## config.mk

```make
export PLATFORM = sky130hd
export DESIGN_NAME = branch_predictor_unit
export DESIGN_NICKNAME = d
export VERILOG_FILES = /design/src/rtl/branch_predictor_unit_pkg.sv /design/src/rtl/branch_predictor_unit_sat_counter2.sv /design/src/rtl/branch_predictor_unit.sv
export SDC_FILE = /design/constraint.sdc
export NUM_CORES = 1
export LEC_CHECK = 0
export BUFFER_PORTS_ARGS = -buffer_cell sky130_fd_sc_hd__buf_2
export CAP_MARGIN = 10
export CORE_MARGIN = 1.5
export CORE_UTILIZATION = 25
export DETAILED_ROUTE_END_ITERATION = 7
export GPL_TIMING_DRIVEN = 0
export SLEW_MARGIN = 10
export SYNTH_ARGS = -nofsm -noshare
export SYNTH_HDL_FRONTEND = slang
export SYNTH_SLANG_ARGS = --single-unit
```

## constraint.sdc

```tcl
create_clock -name clk -period 18.35 [get_ports clk]
set_clock_uncertainty 0.15 [all_clocks]
set_input_delay 2.7525 -clock clk [delete_from_list [all_inputs] [get_ports clk]]
set_output_delay 2.7525 -clock clk [all_outputs]
set_load 0.1 [all_outputs]
```

## src/rtl/branch_predictor_unit_pkg.sv

```systemverilog
// rtl/branch_predictor_unit_pkg.sv - strategy encodings and 2-bit counter constants for the branch predictor
package branch_predictor_unit_pkg;

    typedef enum logic [1:0] {
        STRAT_NOT_TAKEN = 2'b00,
        STRAT_TAKEN     = 2'b01,
        STRAT_1BIT      = 2'b10,
        STRAT_2BIT      = 2'b11
    } strategy_e;

    localparam logic [1:0] CTR_SNT   = 2'b00;
    localparam logic [1:0] CTR_WNT   = 2'b01;
    localparam logic [1:0] CTR_WT    = 2'b10;
    localparam logic [1:0] CTR_ST    = 2'b11;
    localparam logic [1:0] CTR_ALLOC = 2'b10;
    localparam logic [1:0] CTR_RESET = 2'b01;

endpackage

```

## src/rtl/branch_predictor_unit_sat_counter2.sv

```systemverilog
// rtl/branch_predictor_unit_sat_counter2.sv - 2-bit saturating up/down counter next-state logic
module bpu_sat_counter2
    import branch_predictor_unit_pkg::*;
(
    input  logic [1:0] ctr_i,
    input  logic       inc_i,
    input  logic       dec_i,
    output logic [1:0] ctr_o
);

    always_comb begin
        ctr_o = ctr_i;
        if (inc_i && (ctr_i != CTR_ST)) begin
            ctr_o = ctr_i + 2'd1;
        end else if (dec_i && (ctr_i != CTR_SNT)) begin
            ctr_o = ctr_i - 2'd1;
        end
    end

endmodule

```

## src/rtl/branch_predictor_unit.sv

```systemverilog
// rtl/branch_predictor_unit.sv - direct-mapped BTB with 1-bit/2-bit direction tables and selectable strategy
// Optional BPU_PERF_COUNTERS_EN adds branch and mispredict counters.
module branch_predictor_unit
    import branch_predictor_unit_pkg::*;
#(
    parameter int INDEX_BITS = 4,
    parameter int PC_WIDTH   = 32
) (
    input  logic                clk,
    input  logic                reset,
    input  logic [1:0]          Strategy,
    input  logic [PC_WIDTH-1:0] if_pc,
    output logic                pred_hit,
    output logic                pred_taken,
    output logic [PC_WIDTH-1:0] pred_target,
    input  logic                upd_valid,
    input  logic [PC_WIDTH-1:0] upd_pc,
    input  logic                upd_taken,
    input  logic [PC_WIDTH-1:0] upd_target,
`ifdef BPU_PERF_COUNTERS_EN
    output logic [31:0]         branch_count,
    output logic [31:0]         mispredict_count,
`endif
    input  logic                upd_mispredict
);

    localparam int ENTRIES = 1 << INDEX_BITS;
    localparam int TAG_W   = PC_WIDTH - INDEX_BITS - 2;

    logic                valid_q  [ENTRIES];
    logic [TAG_W-1:0]    tag_q    [ENTRIES];
    logic [PC_WIDTH-1:0] target_q [ENTRIES];
    logic                hist1_q  [ENTRIES];
    logic [1:0]          ctr2_q   [ENTRIES];

    logic [INDEX_BITS-1:0] q_idx, u_idx;
    logic [TAG_W-1:0]      q_tag, u_tag;
    logic                  u_hit;
    logic                  dir;
    logic [1:0]            ctr_d;

    assign q_idx = if_pc[INDEX_BITS+1:2];
    assign q_tag = if_pc[PC_WIDTH-1:INDEX_BITS+2];
    assign u_idx = upd_pc[INDEX_BITS+1:2];
    assign u_tag = upd_pc[PC_WIDTH-1:INDEX_BITS+2];
    assign u_hit = valid_q[u_idx] && (tag_q[u_idx] == u_tag);

    // Prediction reads registered state only, so a same-cycle update is not bypassed.
    always_comb begin
        dir = 1'b0;
        case (strategy_e'(Strategy))
            STRAT_NOT_TAKEN: dir = 1'b0;
            STRAT_TAKEN:     dir = 1'b1;
            STRAT_1BIT:      dir = hist1_q[q_idx];
            STRAT_2BIT:      dir = ctr2_q[q_idx][1];
            default:         dir = 1'b0;
        endcase
    end

    assign pred_hit    = valid_q[q_idx] && (tag_q[q_idx] == q_tag);
    assign pred_taken  = pred_hit && dir;
    assign pred_target = pred_taken ? target_q[q_idx] : '0;

    bpu_sat_counter2 u_ctr (
        .ctr_i (ctr2_q[u_idx]),
        .inc_i (upd_taken),
        .dec_i (!upd_taken),
        .ctr_o (ctr_d)
    );

    always_ff @(posedge clk) begin
        if (reset) begin
            for (int i = 0; i < ENTRIES; i++) begin
                valid_q[i]  <= 1'b0;
                tag_q[i]    <= '0;
                target_q[i] <= '0;
                hist1_q[i]  <= 1'b0;
                ctr2_q[i]   <= CTR_RESET;
            end
        end else if (upd_valid) begin
            if (u_hit) begin
                hist1_q[u_idx] <= upd_taken;
                ctr2_q[u_idx]  <= ctr_d;
                if (upd_taken) begin
                    target_q[u_idx] <= upd_target;
                end
            end else if (upd_taken) begin
                valid_q[u_idx]  <= 1'b1;
                tag_q[u_idx]    <= u_tag;
                target_q[u_idx] <= upd_target;
                hist1_q[u_idx]  <= 1'b1;
                ctr2_q[u_idx]   <= CTR_ALLOC;
            end
        end
    end

`ifdef BPU_PERF_COUNTERS_EN
    logic [31:0] branch_count_q, mispredict_count_q;

    always_ff @(posedge clk) begin
        if (reset) begin
            branch_count_q     <= '0;
            mispredict_count_q <= '0;
        end else if (upd_valid) begin
            branch_count_q <= branch_count_q + 32'd1;
            if (upd_mispredict) begin
                mispredict_count_q <= mispredict_count_q + 32'd1;
            end
        end
    end

    assign branch_count     = branch_count_q;
    assign mispredict_count = mispredict_count_q;

    logic unused_bits;
    assign unused_bits = ^{if_pc[1:0], upd_pc[1:0]};
`else
    logic unused_bits;
    assign unused_bits = ^{if_pc[1:0], upd_pc[1:0], upd_mispredict};
`endif

endmodule

```

**Yosys cells after proc, flatten, opt, wreduce, memory -nomap -nowiden**

Memory sizes are Yosys's and may differ from the RTL's.
Index checks and enable logic that the tools add are counted.

- Register bits: 0
- Word-level logic and storage cells: 66
- Bits in writable memories: 992
- Memories kept: 5

- Bitwise operators: 3
- Equality and inequality tests: 6
- $add $sub $neg: 2
- Reductions and logical operators: 13
- Mux-type cells: 37

Memory list:

| name | words | width | read ports | clocked after Yosys merged registers in | wr ports | line | source |
|---|---|---|---|---|---|---|---|
| target_q | 16 | 32 | 1 | 0 | 16 | branch_predictor_unit.sv:32 | `logic [PC_WIDTH-1:0] target_q [ENTRIES];` |
| tag_q | 16 | 26 | 2 | 0 | 16 | branch_predictor_unit.sv:31 | `logic [TAG_W-1:0] tag_q [ENTRIES];` |
| ctr2_q | 16 | 2 | 2 | 0 | 16 | branch_predictor_unit.sv:34 | `logic [1:0] ctr2_q [ENTRIES];` |
| hist1_q | 16 | 1 | 1 | 0 | 16 | branch_predictor_unit.sv:33 | `logic hist1_q [ENTRIES];` |
| valid_q | 16 | 1 | 2 | 0 | 16 | branch_predictor_unit.sv:30 | `logic valid_q [ENTRIES];` |

Operators with widths:

| cell | number |
|---|---|
| $mux 32 | 3 |
| $eq 26x26->1 | 2 |
| $reduce_or 32->1 | 1 |
| $mux 26 | 1 |
| $reduce_or 26->1 | 1 |
| $mux 1 | 23 |
| $mux 4 | 5 |
| $mux 2 | 4 |
| $logic_and 1x1->1 | 5 |
| $eq 2x2->1 const B | 2 |
| $pmux 1 s4 | 1 |
| $or 1x1->1 | 3 |
| $add 2x1->2 const B | 1 |
| $eq 2x1->1 const B | 1 |
| $logic_not 2->1 | 1 |
| $ne 2x2->1 const B | 1 |
| $reduce_bool 2->1 | 1 |
| $reduce_or 1->1 | 2 |
| $reduce_or 2->1 | 1 |
| $sub 2x1->2 const B | 1 |
| $logic_not 1->1 | 1 |

**Logic depth before layout (Yosys ltp)**

An unclocked memory read counts as a cell.

- Depth after elaboration: 10
- Depth in mapped cells: 16
- Gate-level depth less buffers: 9

**Hierarchy**

From an unflattened synthesis, not the netlist that was laid out.

- Cell total of the unflattened synthesis: 3230
- Area total of the unflattened synthesis: 50335.8 µm²

By module, submodules not included:

| module | cells each | area each (µm²) | times used |
|---|---|---|---|
| branch_predictor_unit | 3219 | 50243.2 | 1 |
| bpu_sat_counter2 | 11 | 92.6 | 1 |

**Least setup slack after synthesis**

OpenSTA, ideal clock, no wires.

- Kind: input -> output
- Start: input if_pc[2]
- End: output pred_target[10]
- Buffers on the path: 5
- Slack: 7.358 ns
- Stages: 12
- Required time: 15.447 ns
- Data arrival time: 8.089 ns
- Cell sequence: buf_6 > buf_2 > buf_2 > buf_2 > mux4_2 > mux4_2 > xnor2_1 > nand4_1 > nor4_4 > o211ai_4 > buf_6 > nor2b_1

- Cells in the longest elaborated chain, start to end: 5
- Elaborated cells on any way between the ends: 10

Ends and longest elaborated chain:

| element | line | source |
|---|---|---|
| from (decl) | branch_predictor_unit.sv:12 | `input logic [PC_WIDTH-1:0] if_pc,` |
| $mem_v2 16x26 | - |  |
| $eq 26x26->1 | branch_predictor_unit.sv:60 | `assign pred_hit = valid_q[q_idx] && (tag_q[q_idx] == q_tag);` |
| $logic_and 1x1->1 (*) | branch_predictor_unit.sv:60 |  |
| via pred_hit | branch_predictor_unit.sv:13 | `output logic pred_hit,` |
| $logic_and 1x1->1 (*) | branch_predictor_unit.sv:61 | `assign pred_taken = pred_hit && dir;` |
| $mux 32 (*) | branch_predictor_unit.sv:62 | `assign pred_target = pred_taken ? target_q[q_idx] : '0;` |
| to (decl) | branch_predictor_unit.sv:15 | `output logic [PC_WIDTH-1:0] pred_target,` |

The timed path passes the listed nets; every way through them passes the cells marked *.

**Worst setup path after layout**

- Start: input if_pc[3]
- End: output pred_target[21]

- Cells in the longest elaborated chain, start to end: 5
- Elaborated cells on any way between the ends: 10

Ends and longest elaborated chain:

| element | line |
|---|---|
| $mem_v2 16x26 | - |
| $eq 26x26->1 | branch_predictor_unit.sv:60 |
| $logic_and 1x1->1 | branch_predictor_unit.sv:60 |
| $logic_and 1x1->1 | branch_predictor_unit.sv:61 |
| $mux 32 (*) | branch_predictor_unit.sv:62 |

Mark *: on every way between the ends. The rest lies on a longest branch, timed or not.

==> results.md <==
Outcome:
- The run finished with clean final reports.

Critical path:
- The worst flop-to-flop path startpoint is tag_q[9][8].
- The largest fanout on the critical path is 10.
- The worst setup path category is in2out.
- The arrival time at the worst endpoint is 9.60 ns.
- The kind of start point of the critical path is an input port.
- The depth of the worst register-to-register path is 9.
- The worst setup path is captured at an output pin.
- The worst register-to-register path has a setup slack of 12.83 ns.
- The worst register-to-register path ends at tag_q[6][7].
- The data required time at the worst endpoint is 15.45 ns.

STA:
- Setup repair after global routing left no endpoint under its margin.
- The final hold violation count came to 0.
- The smallest clock period supported by the final layout is computed as 12.50 ns.
- The smallest setup slack after layout is 5.85 ns.
- The share of the cycle needed by the critical path after routing is 0.681.
- Measured against its own limit, the worst slew margin works out to 0.0302.
- At the pin with the least slew margin, the transition time is 1.44 ns.
- The accumulated negative setup slack is 0 ns.
- The final-report setup violation count is 0.
- For this run, the top clock speed supported by timing is 80.0 MHz.
- The final count of pins violating max slew is 0.

Global route:
- The all-layer global routing usage is 0.174.
- The number of antenna violations at the first check in global routing is 38.
- The number of global-route vias before repair was 30845.
- The first-pass GRT wire length is 244 mm.
- For this run the aggregate overflow at the end of global routing stands at 0.
- The pin count of the biggest net entering global routing is 33.

Floorplan:
- The floorplan core area is 196000 sq um.
- For this configuration, the core starts out at a cell density of 0.252.
- In this run the horizontal extent of the chip is 447 um.
- The number of primary I/O pins is 137.
- From bottom edge to top edge, the die measures 447 um.
- The number of placement rows is 162.
- The area enclosed by the die boundary is 200000 sq um.

Routing:
- The final routed DRC violation total is 0.
- In this run, the number of DRC markers left after iteration 0 of detailed routing was 4312.
- After detailed routing, the average wire length per cell comes to 29.0 um.
- The number of antenna-violating nets in the routed design is 0.
- The wire length after detailed routing is 177 mm.
- Using the TritonRoute via totals, the vias-per-cell ratio works out to 5.10.
- The number of detailed-routing iterations run before antenna repair is 5.
- The total via count after detailed routing is 31212.

Power and ir drop:
- Of the total power, the clock network draws 0.390.
- For this design the total switching power over the nets is 1320 uW.
- The proportion of power drawn by flip-flops and latches is 0.503.
- For this design the ratio of total power to cell area is 91.9 nW/um^2.
- The combinational share of power is 0.107.
- The highest ir drop seen on vdd is 0.0664 mV.
- The internal portion of the total power is 3960 uW.
- The switching share of power is 0.249.
- The leakage power summed over all cells is 0.0195 uW.

Synth:
- The net count of the mapped netlist is 3266.
- Yosys mapped a number of flops with a built-in enable equal to 976.
- The share of the Yosys chip area taken by registers is 0.600.
- In the synthesized netlist, the number of instances is 3161.
- After synthesis, the share of flip-flops with an asynchronous set or reset is 0.
- The leading register cell type out of synthesis is sky130_fd_sc_hd__edfxtp_1.
- The count of yosys warnings during synthesis is 0.
- The post-synthesis area per instance is 15.6 sq um.
- The netlist area before placement is 49400 sq um.
- After synthesis the netlist holds a flip-flop and latch count of 992.
- The number of different library cells used by synthesis comes to 63.

Cells and area:
- The library cell used most frequently in the layout, excluding fill and tap cells, is sky130_fd_sc_hd__edfxtp_1.
- The post-synthesis to final-layout area growth is 16.3%.
- The net count of the finished layout is 3514.
- The top cell types in the final layout, fill and taps aside, are 976 x sky130_fd_sc_hd__edfxtp_1, 890 x sky130_fd_sc_hd__and2_1, 366 x sky130_fd_sc_hd__mux4_2.
- The share of final-layout standard cells stronger than drive strength 1 is 0.230.

Clock network:
- The clock latency reported for the late side of the worst-skew pair is 0.74 ns.
- The total setup buffers inserted after CTS is 0.
- The number of gates resized after CTS is 0.
- The root buffer cell chosen for the clock tree is sky130_fd_sc_hd__clkbuf_16.
- The H-tree generated during clock tree synthesis spans 3 levels.
- TritonCTS built the clock tree.
- The total clock sinks is 992.
- The clock-pin transition on the worst setup and hold timing paths is 0.06 ns.
- No sink is reached through more buffers than the 3 on the longest clock path.
- The number of buffers inserted during clock tree synthesis is 100.
- The number of hold-repair buffers added at the cts stage is 0.

Hold path:
- The launch point of the worst hold path is valid_q[3].
- Counting instances, the worst hold path has a depth of 1.
- The end point of the worst hold path is valid_q[3].
- The path class of the tightest hold or removal check is reg2reg.

Placed design:
- The number of port buffers is 111.
- The congestion estimate from routability-driven global placement came to 0.904.
- The setup slack after placement is 5.86 ns.
- The HPWL after detailed placement is 119 mm.

Run:
- Max-cap violations in this run came to 0.
[flip-flops by register name (all words and copies together), names as in the netlist]
signal and count:
target_q 512, ctr2_q 32, tag_q 416, valid_q 16, hist1_q 16
[power groups by stage]
| stage | combinational, uW | sequential [uW] | clock (uW) |
|---|---|---|---|
| after detailed placement | 559 | 2700 | 0 |
| after global routing | 585 | 2660 | 2140 |
| final | 567 | 2650 | 2060 |
| after global placement | 530 | 2710 | 0 |
| after floorplan | 333 | 2680 | 0 |
| after CTS | 560 | 2650 | 2060 |
[metrics by stage]
stage	total power (uW)	std cells	instance area, sq um	hold WS (ns)	util
after floorplan	3010	3161	49400	0.288	-
final	5280	6125	57400	0.333	0.294
after detailed placement	3260	5929	54200	0.313	0.277
after CTS	5270	6116	57400	0.327	0.293
after global routing	5390	6123	57400	0.350	0.294
after global placement	3240	5896	53200	0.298	0.272
[per-layer routing]
metal / GRT usage / part of all wire / vias up
met5: 0 / 0.00033 / -
met4: 0.0745 / 0.046 / 10
met3: 0.0451 / 0.11 / 457
met2: 0.279 / 0.47 / 2027
met1: 0.222 / 0.38 / 16172
li1: - / - / 12546
[worst max-delay path, stage by stage]
cell and delay, ns:
sky130_fd_sc_hd__buf_2 0.14, sky130_fd_sc_hd__buf_2 0.37, sky130_fd_sc_hd__buf_1 0.92, sky130_fd_sc_hd__buf_2 0.57
sky130_fd_sc_hd__buf_1 0.91, sky130_fd_sc_hd__mux4_2 0.43, sky130_fd_sc_hd__mux4_2 0.49, sky130_fd_sc_hd__xnor2_1 0.47
sky130_fd_sc_hd__nand4_1 0.48, sky130_fd_sc_hd__nor4_4 0.70, sky130_fd_sc_hd__o211ai_4 0.39, sky130_fd_sc_hd__buf_6 0.29
sky130_fd_sc_hd__nor2b_2 0.11, sky130_fd_sc_hd__buf_2 0.49
[synth_stat cells (11+ instances only)]
| library cell | n | area [sq um] |
|---|---|---|
| sky130_fd_sc_hd__a21o_1 | 27 | 203 |
| sky130_fd_sc_hd__a21oi_1 | 17 | 85.1 |
| sky130_fd_sc_hd__a22oi_1 | 38 | 285 |
| sky130_fd_sc_hd__and2_1 | 890 | 5570 |
| sky130_fd_sc_hd__buf_1 | 17 | 63.8 |
| sky130_fd_sc_hd__buf_2 | 45 | 225 |
| sky130_fd_sc_hd__buf_4 | 17 | 128 |
| sky130_fd_sc_hd__clkbuf_1 | 216 | 811 |
| sky130_fd_sc_hd__dfxtp_1 | 16 | 320 |
| sky130_fd_sc_hd__edfxtp_1 | 976 | 29300 |
| sky130_fd_sc_hd__mux2i_1 | 137 | 1370 |
| sky130_fd_sc_hd__mux4_2 | 366 | 8240 |
| sky130_fd_sc_hd__nand2_1 | 31 | 116 |
| sky130_fd_sc_hd__nand3_1 | 15 | 75.1 |
| sky130_fd_sc_hd__nand4_1 | 11 | 68.8 |
| sky130_fd_sc_hd__nor2_1 | 30 | 113 |
| sky130_fd_sc_hd__nor2b_1 | 34 | 213 |
| sky130_fd_sc_hd__nor3_1 | 15 | 75.1 |
| sky130_fd_sc_hd__nor4_1 | 45 | 282 |
| sky130_fd_sc_hd__o21ai_0 | 20 | 100 |
| sky130_fd_sc_hd__or2_2 | 18 | 113 |
| sky130_fd_sc_hd__xnor2_1 | 31 | 272 |
| sky130_fd_sc_hd__xor2_1 | 22 | 193 |
[worst max path at each step]
| stage | start | to | slack (ns) | depth (start not counted) |
|---|---|---|---|---|
| 2_1_floorplan | if_pc[2] | pred_target[10] | 7.36 | 12 |
| 3_3_place_gp | upd_pc[4] | target_q[13][8] | 5.40 | 9 |
| 3_5_place_dp | if_pc[3] | pred_target[21] | 5.86 | 14 |
| 4_1_cts | if_pc[3] | pred_target[21] | 5.85 | 14 |
| 5_1_grt | if_pc[3] | pred_target[13] | 5.86 | 14 |
| 6_report | if_pc[3] | pred_target[21] | 5.85 | 14 |
[cell families (layout without fill, tap and decap cells)]
group | count (synthesis) | after routing | share of synthesized area
compound gates | 158 | 158 | 0.0239
xor+xnor | 53 | 53 | 0.00940
fa+ha+maj | 2 | 2 | 0.000507
buf+inv | 312 | 645 | 0.0277
flops | 992 | 992 | 0.600
mux | 509 | 509 | 0.196
other cells | 0 | 7 | 0
simple gates | 1135 | 1135 | 0.142
[layout make-up]
cell class,count,area [sq um]
Antenna cell,7,17.5
Clock buffer,116,2580
Multi-Input combinational cell,1857,18600
Fill cell,19507,138000
Sequential cell,992,29600
Buffer,305,1350
Timing Repair Buffer,146,1410
Inverter,7,26.3
Tap cell,2624,3280
Clock inverter,71,572
Note: power is estimated with default switching activity, not from simulation.
